<file path="src/rtl/pid_cfg_seq.sv">
// pid_cfg_seq -- configuration sequencer for one PID controller instance.
//
// Takes a new parameter set (set point, Kp, Ki, Kd) over a valid/ready
// handshake and applies it to the PID atomically. The set is applied either
// on the accept edge or, in triggered mode, on the first edge with trg high.
// After the set is applied, two optional steps can run:
//   - an integrator-clear pulse of IRC cycles, and
//   - a linear set-point ramp toward the new target.
// abort cancels a sequence in progress. When aborted, the outputs keep their
// current values and no completion event is raised.
//
// Ports:
//   clk, rstn          clock; asynchronous active-low reset
//   cfg_vld / cfg_rdy  parameter-set handshake (cfg_rdy = idle && !abort)
//   cfg_sp/kp/ki/kd    new target set point and gains (signed)
//   cfg_irst           clear the integrator as part of this update
//   cfg_ramp           ramp the set point rather than jump to it
//   ramp_step          unsigned per-cycle ramp increment
//   trg_mode           0 = apply on accept, 1 = wait for trg
//   trg                apply trigger (level-sampled)
//   abort              cancel the sequence in progress
//   set_sp/kp/ki/kd    registered values driven to the PID
//   int_rst            integrator reset to the PID
//   busy               sequence in progress
//   evt_done           one-cycle pulse after a sequence completes
module pid_cfg_seq #(
   parameter int DWI = 14,
   parameter int KW  = 14,
   parameter int IRC = 4
) (
   input  logic                  clk,
   input  logic                  rstn,
   input  logic                  cfg_vld,
   output logic                  cfg_rdy,
   input  logic signed [DWI-1:0] cfg_sp,
   input  logic signed [KW-1:0]  cfg_kp,
   input  logic signed [KW-1:0]  cfg_ki,
   input  logic signed [KW-1:0]  cfg_kd,
   input  logic                  cfg_irst,
   input  logic                  cfg_ramp,
   input  logic [DWI-1:0]        ramp_step,
   input  logic                  trg_mode,
   input  logic                  trg,
   input  logic                  abort,
   output logic signed [DWI-1:0] set_sp,
   output logic signed [KW-1:0]  set_kp,
   output logic signed [KW-1:0]  set_ki,
   output logic signed [KW-1:0]  set_kd,
   output logic                  int_rst,
   output logic                  busy,
   output logic                  evt_done
);

   localparam int CW = (IRC > 1) ? $clog2(IRC) : 1;

   typedef enum logic [1:0] {IDLE, ARM, CLR, RAMP} state_t;

   state_t                state_reg, state_next;
   logic [CW-1:0]         cnt_reg, cnt_next;
   logic signed [DWI-1:0] tgt_reg, tgt_next;
   logic signed [KW-1:0]  kp_sh_reg, kp_sh_next;
   logic signed [KW-1:0]  ki_sh_reg, ki_sh_next;
   logic signed [KW-1:0]  kd_sh_reg, kd_sh_next;
   logic                  irst_sh_reg, irst_sh_next;
   logic                  ramp_sh_reg, ramp_sh_next;
   logic [DWI-1:0]        step_sh_reg, step_sh_next;
   logic signed [DWI-1:0] set_sp_reg, set_sp_next;
   logic signed [KW-1:0]  set_kp_reg, set_kp_next;
   logic signed [KW-1:0]  set_ki_reg, set_ki_next;
   logic signed [KW-1:0]  set_kd_reg, set_kd_next;
   logic                  int_rst_reg, int_rst_next;
   logic                  evt_done_reg, evt_done_next;

   // The apply source is the live inputs when applying on the accept edge
   // itself (the shadow is only being loaded on that same edge). Otherwise
   // the source is the shadow.
   logic                  from_in;
   logic signed [DWI-1:0] src_sp;
   logic signed [KW-1:0]  src_kp, src_ki, src_kd;
   logic                  src_irst, src_ramp;
   logic [DWI-1:0]        src_step;

   assign from_in  = (state_reg == IDLE);
   assign src_sp   = from_in ? cfg_sp    : tgt_reg;
   assign src_kp   = from_in ? cfg_kp    : kp_sh_reg;
   assign src_ki   = from_in ? cfg_ki    : ki_sh_reg;
   assign src_kd   = from_in ? cfg_kd    : kd_sh_reg;
   assign src_irst = from_in ? cfg_irst  : irst_sh_reg;
   assign src_ramp = from_in ? cfg_ramp  : ramp_sh_reg;
   assign src_step = from_in ? ramp_step : step_sh_reg;

   // Ramp arithmetic uses one extra bit. With that bit the difference and its
   // magnitude cannot overflow. A step is taken only while |d| > step, so the
   // stepped value always lies strictly between set_sp and the target. As a
   // result, truncating it back to DWI bits never wraps.
   logic signed [DWI:0] diff;
   logic [DWI:0]        mag;
   logic [DWI:0]        sp_ext, step_ext, sp_step;

   assign diff     = {tgt_reg[DWI-1], tgt_reg} - {set_sp_reg[DWI-1], set_sp_reg};
   assign mag      = diff[DWI] ? (~diff + 1'b1) : diff;
   assign sp_ext   = {set_sp_reg[DWI-1], set_sp_reg};
   assign step_ext = {1'b0, step_sh_reg};
   assign sp_step  = diff[DWI] ? (sp_ext - step_ext) : (sp_ext + step_ext);

   logic accept, apply;

   assign cfg_rdy = (state_reg == IDLE) && !abort;
   assign accept  = cfg_vld && cfg_rdy;

   always_comb begin
      state_next    = state_reg;
      cnt_next      = cnt_reg;
      tgt_next      = tgt_reg;
      kp_sh_next    = kp_sh_reg;
      ki_sh_next    = ki_sh_reg;
      kd_sh_next    = kd_sh_reg;
      irst_sh_next  = irst_sh_reg;
      ramp_sh_next  = ramp_sh_reg;
      step_sh_next  = step_sh_reg;
      set_sp_next   = set_sp_reg;
      set_kp_next   = set_kp_reg;
      set_ki_next   = set_ki_reg;
      set_kd_next   = set_kd_reg;
      int_rst_next  = int_rst_reg;
      evt_done_next = 1'b0;
      apply         = 1'b0;

      case (state_reg)
         IDLE: begin
            if (accept) begin
               tgt_next     = cfg_sp;
               kp_sh_next   = cfg_kp;
               ki_sh_next   = cfg_ki;
               kd_sh_next   = cfg_kd;
               irst_sh_next = cfg_irst;
               ramp_sh_next = cfg_ramp;
               step_sh_next = ramp_step;
               if (trg_mode) state_next = ARM;
               else          apply      = 1'b1;
            end
         end
         ARM: begin
            if (abort)    state_next = IDLE;
            else if (trg) apply      = 1'b1;
         end
         CLR: begin
            if (abort) begin
               state_next   = IDLE;
               int_rst_next = 1'b0;
            end else if (cnt_reg == '0) begin
               int_rst_next = 1'b0;
               if (ramp_sh_reg && (step_sh_reg != '0)) begin
                  state_next = RAMP;
               end else begin
                  set_sp_next   = tgt_reg;
                  state_next    = IDLE;
                  evt_done_next = 1'b1;
               end
            end else begin
               cnt_next = cnt_reg - 1'b1;
            end
         end
         RAMP: begin
            if (abort) begin
               state_next = IDLE;
            end else if (mag <= step_ext) begin
               set_sp_next   = tgt_reg;
               state_next    = IDLE;
               evt_done_next = 1'b1;
            end else begin
               set_sp_next = sp_step[DWI-1:0];
            end
         end
         default: state_next = IDLE;
      endcase

      if (apply) begin
         set_kp_next = src_kp;
         set_ki_next = src_ki;
         set_kd_next = src_kd;
         if (src_irst) begin
            int_rst_next = 1'b1;
            cnt_next     = CW'(IRC - 1);
            state_next   = CLR;
         end else if (src_ramp && (src_step != '0)) begin
            state_next = RAMP;
         end else begin
            set_sp_next   = src_sp;
            state_next    = IDLE;
            evt_done_next = 1'b1;
         end
      end
   end

   always_ff @(posedge clk or negedge rstn) begin
      if (!rstn) begin
         state_reg    <= IDLE;
         cnt_reg      <= '0;
         tgt_reg      <= '0;
         kp_sh_reg    <= '0;
         ki_sh_reg    <= '0;
         kd_sh_reg    <= '0;
         irst_sh_reg  <= 1'b0;
         ramp_sh_reg  <= 1'b0;
         step_sh_reg  <= '0;
         set_sp_reg   <= '0;
         set_kp_reg   <= '0;
         set_ki_reg   <= '0;
         set_kd_reg   <= '0;
         int_rst_reg  <= 1'b0;
         evt_done_reg <= 1'b0;
      end else begin
         state_reg    <= state_next;
         cnt_reg      <= cnt_next;
         tgt_reg      <= tgt_next;
         kp_sh_reg    <= kp_sh_next;
         ki_sh_reg    <= ki_sh_next;
         kd_sh_reg    <= kd_sh_next;
         irst_sh_reg  <= irst_sh_next;
         ramp_sh_reg  <= ramp_sh_next;
         step_sh_reg  <= step_sh_next;
         set_sp_reg   <= set_sp_next;
         set_kp_reg   <= set_kp_next;
         set_ki_reg   <= set_ki_next;
         set_kd_reg   <= set_kd_next;
         int_rst_reg  <= int_rst_next;
         evt_done_reg <= evt_done_next;
      end
   end

   assign set_sp   = set_sp_reg;
   assign set_kp   = set_kp_reg;
   assign set_ki   = set_ki_reg;
   assign set_kd   = set_kd_reg;
   assign int_rst  = int_rst_reg;
   assign evt_done = evt_done_reg;
   assign busy     = (state_reg != IDLE);

endmodule

</file>
<file path="config.mk">
export PLATFORM = sky130hd
export DESIGN_NAME = pid_cfg_seq
export DESIGN_NICKNAME = d
export VERILOG_FILES = /design/src/rtl/pid_cfg_seq.sv
export SDC_FILE = /design/constraint.sdc
export NUM_CORES = 1
export LEC_CHECK = 0
export ABC_AREA = 1
export CAP_MARGIN = 10
export CORE_MARGIN = 2
export CORE_UTILIZATION = 50
export CTS_CLUSTER_SIZE = 14
export DETAILED_ROUTE_END_ITERATION = 16
export PLACE_DENSITY = 0.75
export SETUP_SLACK_MARGIN = 0.2
export SYNTH_ARGS = -nofsm -noshare
export SYNTH_HDL_FRONTEND = slang
export SYNTH_SLANG_ARGS = --single-unit
</file>
<file path="constraint.sdc">
create_clock -name clk -period 3.9 [get_ports clk]
set_input_delay 0.975 -clock clk [delete_from_list [all_inputs] [get_ports clk]]
set_output_delay 0.975 -clock clk [all_outputs]
set_load 0.01 [all_outputs]
</file>
* Yosys cells after proc, flatten, opt, wreduce, memory -nomap -nowiden
Cells that the tools add are included.
Storage, ports and cells: bits in latches 0, bits in registers 134, RAM bits 0, output and inout bits 60, input bits 78, memories kept 0, bits in read-only memories 0
Cells by class: multiplexer cells 54, order comparisons 1, shift-type cells 0, $add $sub $neg 5, multiply operators 0, equality and inequality tests 8, reduce and logical (&&, ||, !) cells 12, bitwise operators 1, div/mod/pow operators 0
Operators with widths (number):
- $mux W14 | 14
- $mux W2 | 16
- $pmux W14 S2 | 1
- $reduce_bool A14 Y1 | 2
- $mux W1 | 19
- $add A15 B1 Y15 const B | 1
- $le A15 B14 Y1 | 1
- $mux W15 | 1
- $not A15 Y15 | 1
- $sub A14 B14 Y15 | 1
- $add A14 B14 Y14 | 1
- $sub A14 B14 Y14 | 1
- $ne A4 B4 Y1 const B | 2
- $pmux W2 S4 | 1
- $reduce_and A5 Y1 | 1
- $eq A2 B2 Y1 const B | 2
- $logic_and A1 B1 Y1 | 4
- $logic_not A2 Y1 | 2
- $pmux W1 S2 | 2
- $ne A3 B1 Y1 const B | 1
- $ne A3 B2 Y1 const B | 1
- $ne A3 B3 Y1 const B | 1
- $eq A2 B1 Y1 const B | 1
- $reduce_and A2 Y1 | 1
- 3 further kinds | 3

* Logic depth before layout (Yosys ltp)
word-level depth 11, depth in mapped cells 32, gate-level depth less buffers 31

* Worst setup path after synthesis
OpenSTA, ideal clock, no wires.
path type flip-flop to flip-flop, from register set_sp_reg[0] (netlist: set_sp[0]), to register set_sp_reg[9] (netlist: set_sp[9]), clock period less this slack 3.836 ns, path slack 0.064 ns, stages on the path, launching flop included 28, setup time 0.073 ns, data arrival time 3.763 ns, path buffers 1, path through dfrtp_1 -> ha_1 -> inv_1 -> fa_1 -> inv_1 -> ha_1 -> inv_1 -> nor2_1 -> nand3_2 -> nor2_4 -> nand4_2 -> nor2_4 -> nor2_1 -> xor2_1 -> inv_1 -> ha_1 -> nand2_1 -> inv_1 -> a221oi_1 -> nand2_1 -> nand2_1 -> nand2_1 -> nand2_1 -> clkbuf_1 -> nand3_1 -> nand3_1 -> nand2_1 -> a21oi_2
Between the ends: longest elaborated chain between the ends 11, elaborated cells on any way between the ends 14, those cells by class add/sub (4); order compare (1); mux (8); bitwise (1)
Ends and longest elaborated chain:
- from (decl) | RTL line 67 | logic signed [DWI-1:0] set_sp_reg, set_sp_next;
- from (signal assigned) | RTL line 223 | set_sp_reg <= set_sp_next;
- $sub A14 B14 Y15 | RTL line 100 | assign diff = {tgt_reg[DWI-1], tgt_reg} - {set_sp_reg[DWI-1], set_sp_reg};
- $not A15 Y15 | RTL line 101 | assign mag = diff[DWI] ? (~diff + 1'b1) : diff;
- $add A15 B1 Y15 | RTL line 101
- $mux W15 | RTL line 101
- $le A15 B14 Y1 | RTL line 167 | end else if (mag <= step_ext) begin
- $mux W14 (*) | RTL line 167
- $mux W14 (*) | RTL line 165 | if (abort) begin
- $pmux W14 S2 (*) | RTL line 129 | case (state_reg)
- $mux W14 | RTL line 186 | end else if (src_ramp && (src_step != '0)) begin
- $mux W14 | RTL line 182 | if (src_irst) begin
- $mux W14 (*) | RTL line 178 | if (apply) begin
- via set_sp_next[9] | RTL line 67
The timed path passes the listed nets; every way through them passes the cells marked *. A chain may end at the register's enable or synchronous reset.

* Worst setup path in the final report
from register tgt_reg[0], to register set_sp_reg[0] (netlist: set_sp[0])
Between the ends: longest elaborated chain between the ends 11, elaborated cells on any way between the ends 16, those cells by class add/sub (2); order compare (1); mux (12); bitwise (1)
Ends and longest elaborated chain:
- from (decl) | RTL line 60 | logic signed [DWI-1:0] tgt_reg, tgt_next;
- from (signal assigned) | RTL line 216 | tgt_reg <= tgt_next;
- $sub A14 B14 Y15 | RTL line 100
- $not A15 Y15 | RTL line 101
- $add A15 B1 Y15 | RTL line 101
- $mux W15 | RTL line 101
- $le A15 B14 Y1 | RTL line 167
- $mux W14 | RTL line 167
- $mux W14 | RTL line 165
- $pmux W14 S2 | RTL line 129
- $mux W14 | RTL line 186
- $mux W14 | RTL line 182
- $mux W14 (*) | RTL line 178
- via set_sp_next[0] | RTL line 67
Marked as above.

==> out/qor.yml <==
end_kind: "flip-flop"
gp_congestion: 0.9208
path_clk_slew_ns: 0.06
startpoint: "tgt_reg[0]"
min_path_type: "reg -> reg"
ys.flop_type: "dfrtp_1"
critPathLaunchType: "flip-flop"
drt_iter0_markers: 695
clk-insertion-delay-late_ns: 0.43
cts-htree-levels: 4
layout.nets: 1579
dp_cells: 1644
synth.avg_cell_area_um2: 7.072
netlist_area_um2: 8840
antenna_found_initial: 0
grt_usage_pct: 29.34
period_minus_slack_ns: 3.970
viasPerCell: 5.412
failed_checks: "negative setup slack"
vias: 9163
port_buffers: 137
yosys_warnings: 0
clk_root_buffer_cell: "clkbuf_16"
grt_pass1_vias: 8839
antenna_left: 0
finalSetupViolations: 14
clock_sinks: 134
drt-total-wl_um: 27390
dpl.hpwl_um: 18560
syn_inst: 1250
rsz0062_at_grt: "true"
drv_cap: 0
row_count: 48
post_drt_wl_per_cell_um: 16.18
die_w_um: 137.0
synth.net_count: 1373
async_reset_ff_share_pct: 100.0
cts_tree: "yes"
synth_cell_types: 51
remaining_drc_errors: 0
worst_pin_slew_ns: 1.097
grt_max_degree: 120
cp.arrival_ns: 4.32
period_share_pct: 101.8
grt_pass1_wl_um: 42920
setup.worst_path.class: "reg -> reg"
fin_ws_ns: -0.06992
core_um2: 17300
synth-edff-count: 0
die_area_um2: 18760
status: "complete, but fails checks"
clk_path_buf_depth: 2
areaGrowthSynthToFinish_pct: 37.79
stdcell_count: 1693
dr.pass1.iters: 6
worst_ep_required_time_ns: 4.25
rr_startpoint: "tgt_reg[0]"
synth_seq_cells: 134
start_util_pct: 51.11
antenna_cells: 0
fillers: 1387
fmax_mhz: 251.9
drive_above_1_share_pct: 17.03
clock_skew_ns: 0.01005
drv_slew: 0
cts_buffers: 17
synth.yosys.seq_area_share_pct: 37.93
hold_start: "kd_sh_reg[10]"
grt_overflow_total: 0
slew_headroom_pct: 26.90
finalHoldViolCount: 0
ioPinCount: 138
die_h_um: 137.0
path_max_fanout: 7
==> worst paths after layout <==
kind	end	slack, ns	cells past startpoint
worst max-delay path	set_sp[0]	-0.07	24
worst min-delay path	kd_sh_reg[10]	0.48	2
worst max register to register	set_sp[0]	-0.07	24
worst min register to register	kd_sh_reg[10]	0.48	2
max in group asynchronous	set_kd[3]	2.36	2
min in group asynchronous	kp_sh_reg[10]	0.72	1
==> stage by stage <==
| step | area [µm²] | TNS, ns | worst slack, ns | hold WS (ns) | utilization (%) |
|---|---|---|---|---|---|
| floorplan | 8846 | 0 | 0.2342 | 0.4479 | - |
| global placement | 10950 | 0 | 0.04233 | 0.4611 | 63.30 |
| detailed placement | 10950 | -0.8318 | -0.1797 | 0.4650 | 63.30 |
| CTS | 11770 | 0 | 0.05900 | 0.4809 | 68.05 |
| global route | 12180 | -3.511 | -0.2484 | 0.4989 | 70.42 |
| finish | 12180 | -0.4232 | -0.06992 | 0.4766 | 70.42 |
==> cells in the final DEF (no fill, tap or decap), types with 3 or more instances in the layout <==
| cell type | n |
|---|---|
| a211oi_1 | 14 |
| a21oi_1 | 49 |
| a21oi_2 | 20 |
| a31oi_1 | 43 |
| buf_12 | 3 |
| buf_4 | 96 |
| buf_6 | 3 |
| clkbuf_16 | 18 |
| clkbuf_8 | 3 |
| clkdlybuf4s50_1 | 136 |
| clkinv_1 | 3 |
| clkinv_2 | 4 |
| clkinv_4 | 3 |
| dfrtp_1 | 134 |
| ha_1 | 31 |
| ha_2 | 3 |
| ha_4 | 9 |
| inv_1 | 119 |
| inv_2 | 8 |
| nand2_1 | 408 |
| nand2_2 | 18 |
| nand2_4 | 3 |
| nand3_1 | 39 |
| nand3_2 | 17 |
| nand3_4 | 4 |
| nand3b_1 | 7 |
| nand4_1 | 9 |
| nor2_1 | 113 |
| nor2_2 | 8 |
| nor2_4 | 6 |
| nor3_1 | 3 |
| o211ai_1 | 3 |
| o21ai_0 | 58 |
| o21ai_1 | 3 |
| xnor2_1 | 12 |
| xor2_1 | 22 |
| xor2_2 | 3 |
==> metal layers <==
layer,track usage [%],vias to the layer above,share of wire (%)
li1,-,4454,-
met1,36.85,4307,41
met2,48.40,322,49
met3,6.407,80,6.8
met4,13.29,0,3.7
met5,0,-,0
==> synth_stat cells, types with 11 or more instances <==
| master | instances | area share, % |
|---|---|---|
| clkbuf_1 | 36 | 1.5 |
| dfrtp_1 | 134 | 38 |
| nor2_1 | 122 | 5.2 |
| buf_2 | 11 | 0.62 |
| xnor2_1 | 12 | 1.2 |
| nand3_1 | 58 | 3.3 |
| a211oi_1 | 14 | 1.2 |
| ha_1 | 43 | 6.1 |
| a21oi_1 | 68 | 3.9 |
| nand2_1 | 425 | 18 |
| a31oi_1 | 44 | 3.1 |
| inv_1 | 124 | 5.3 |
| o21ai_0 | 62 | 3.5 |
| xor2_1 | 24 | 2.4 |
==> cell type report <==
type                            instances  area (µm²)  area share (%)
Clock buffer                           20       466.7           3.832
Multi-Input combinational cell        934        5290           43.43
Sequential cell                       134        3353           27.53
Inverter                              130       488.0           4.006
Tap cell                              225       281.5           2.311
Timing Repair Buffer                  239        2201           18.07
Clock inverter                         11       100.1          0.8218
==> kinds of logic (layout without fill, tap and decap cells) <==
| logic type | after synthesis | after routing | synth area share, % |
|---|---|---|---|
| AND/OR/NAND/NOR | 646 | 647 | 30.22 |
| XOR/XNOR | 38 | 38 | 4.006 |
| adder cells (fa/ha/maj) | 45 | 45 | 6.539 |
| AO/OA/AOI/OAI | 204 | 204 | 13.16 |
| buffers and inverters | 183 | 400 | 8.139 |
| flip-flops | 134 | 134 | 37.93 |
==> critical path, stage by stage (launching register included) <==
cell	delay, ns
dfrtp_1	0.37
inv_1	0.07
ha_2	0.17
inv_2	0.05
fa_2	0.43
xor2_2	0.18
inv_2	0.09
nand3_4	0.07
nor3b_2	0.20
nand3_1	0.12
nand3b_1	0.23
nor2_2	0.16
a21oi_2	0.08
xnor2_1	0.13
ha_1	0.33
nand2_1	0.09
inv_1	0.05
a221oi_2	0.27
nand2_2	0.14
nand2_8	0.13
clkbuf_16	0.18
nand3_2	0.08
nand3_2	0.09
nand2_2	0.06
a21oi_2	0.13
==> timing repair <==
item	in CTS	in global routing
pin swaps	7	51
cloned	1	1
gates resized for setup	35	76
buffers inserted	11	5
setup endpoints to repair	17	17
hold buffers	0	0
Power is not shown: default switching activity piles up to over one toggle a cycle in this logic, so the estimate is an artifact.
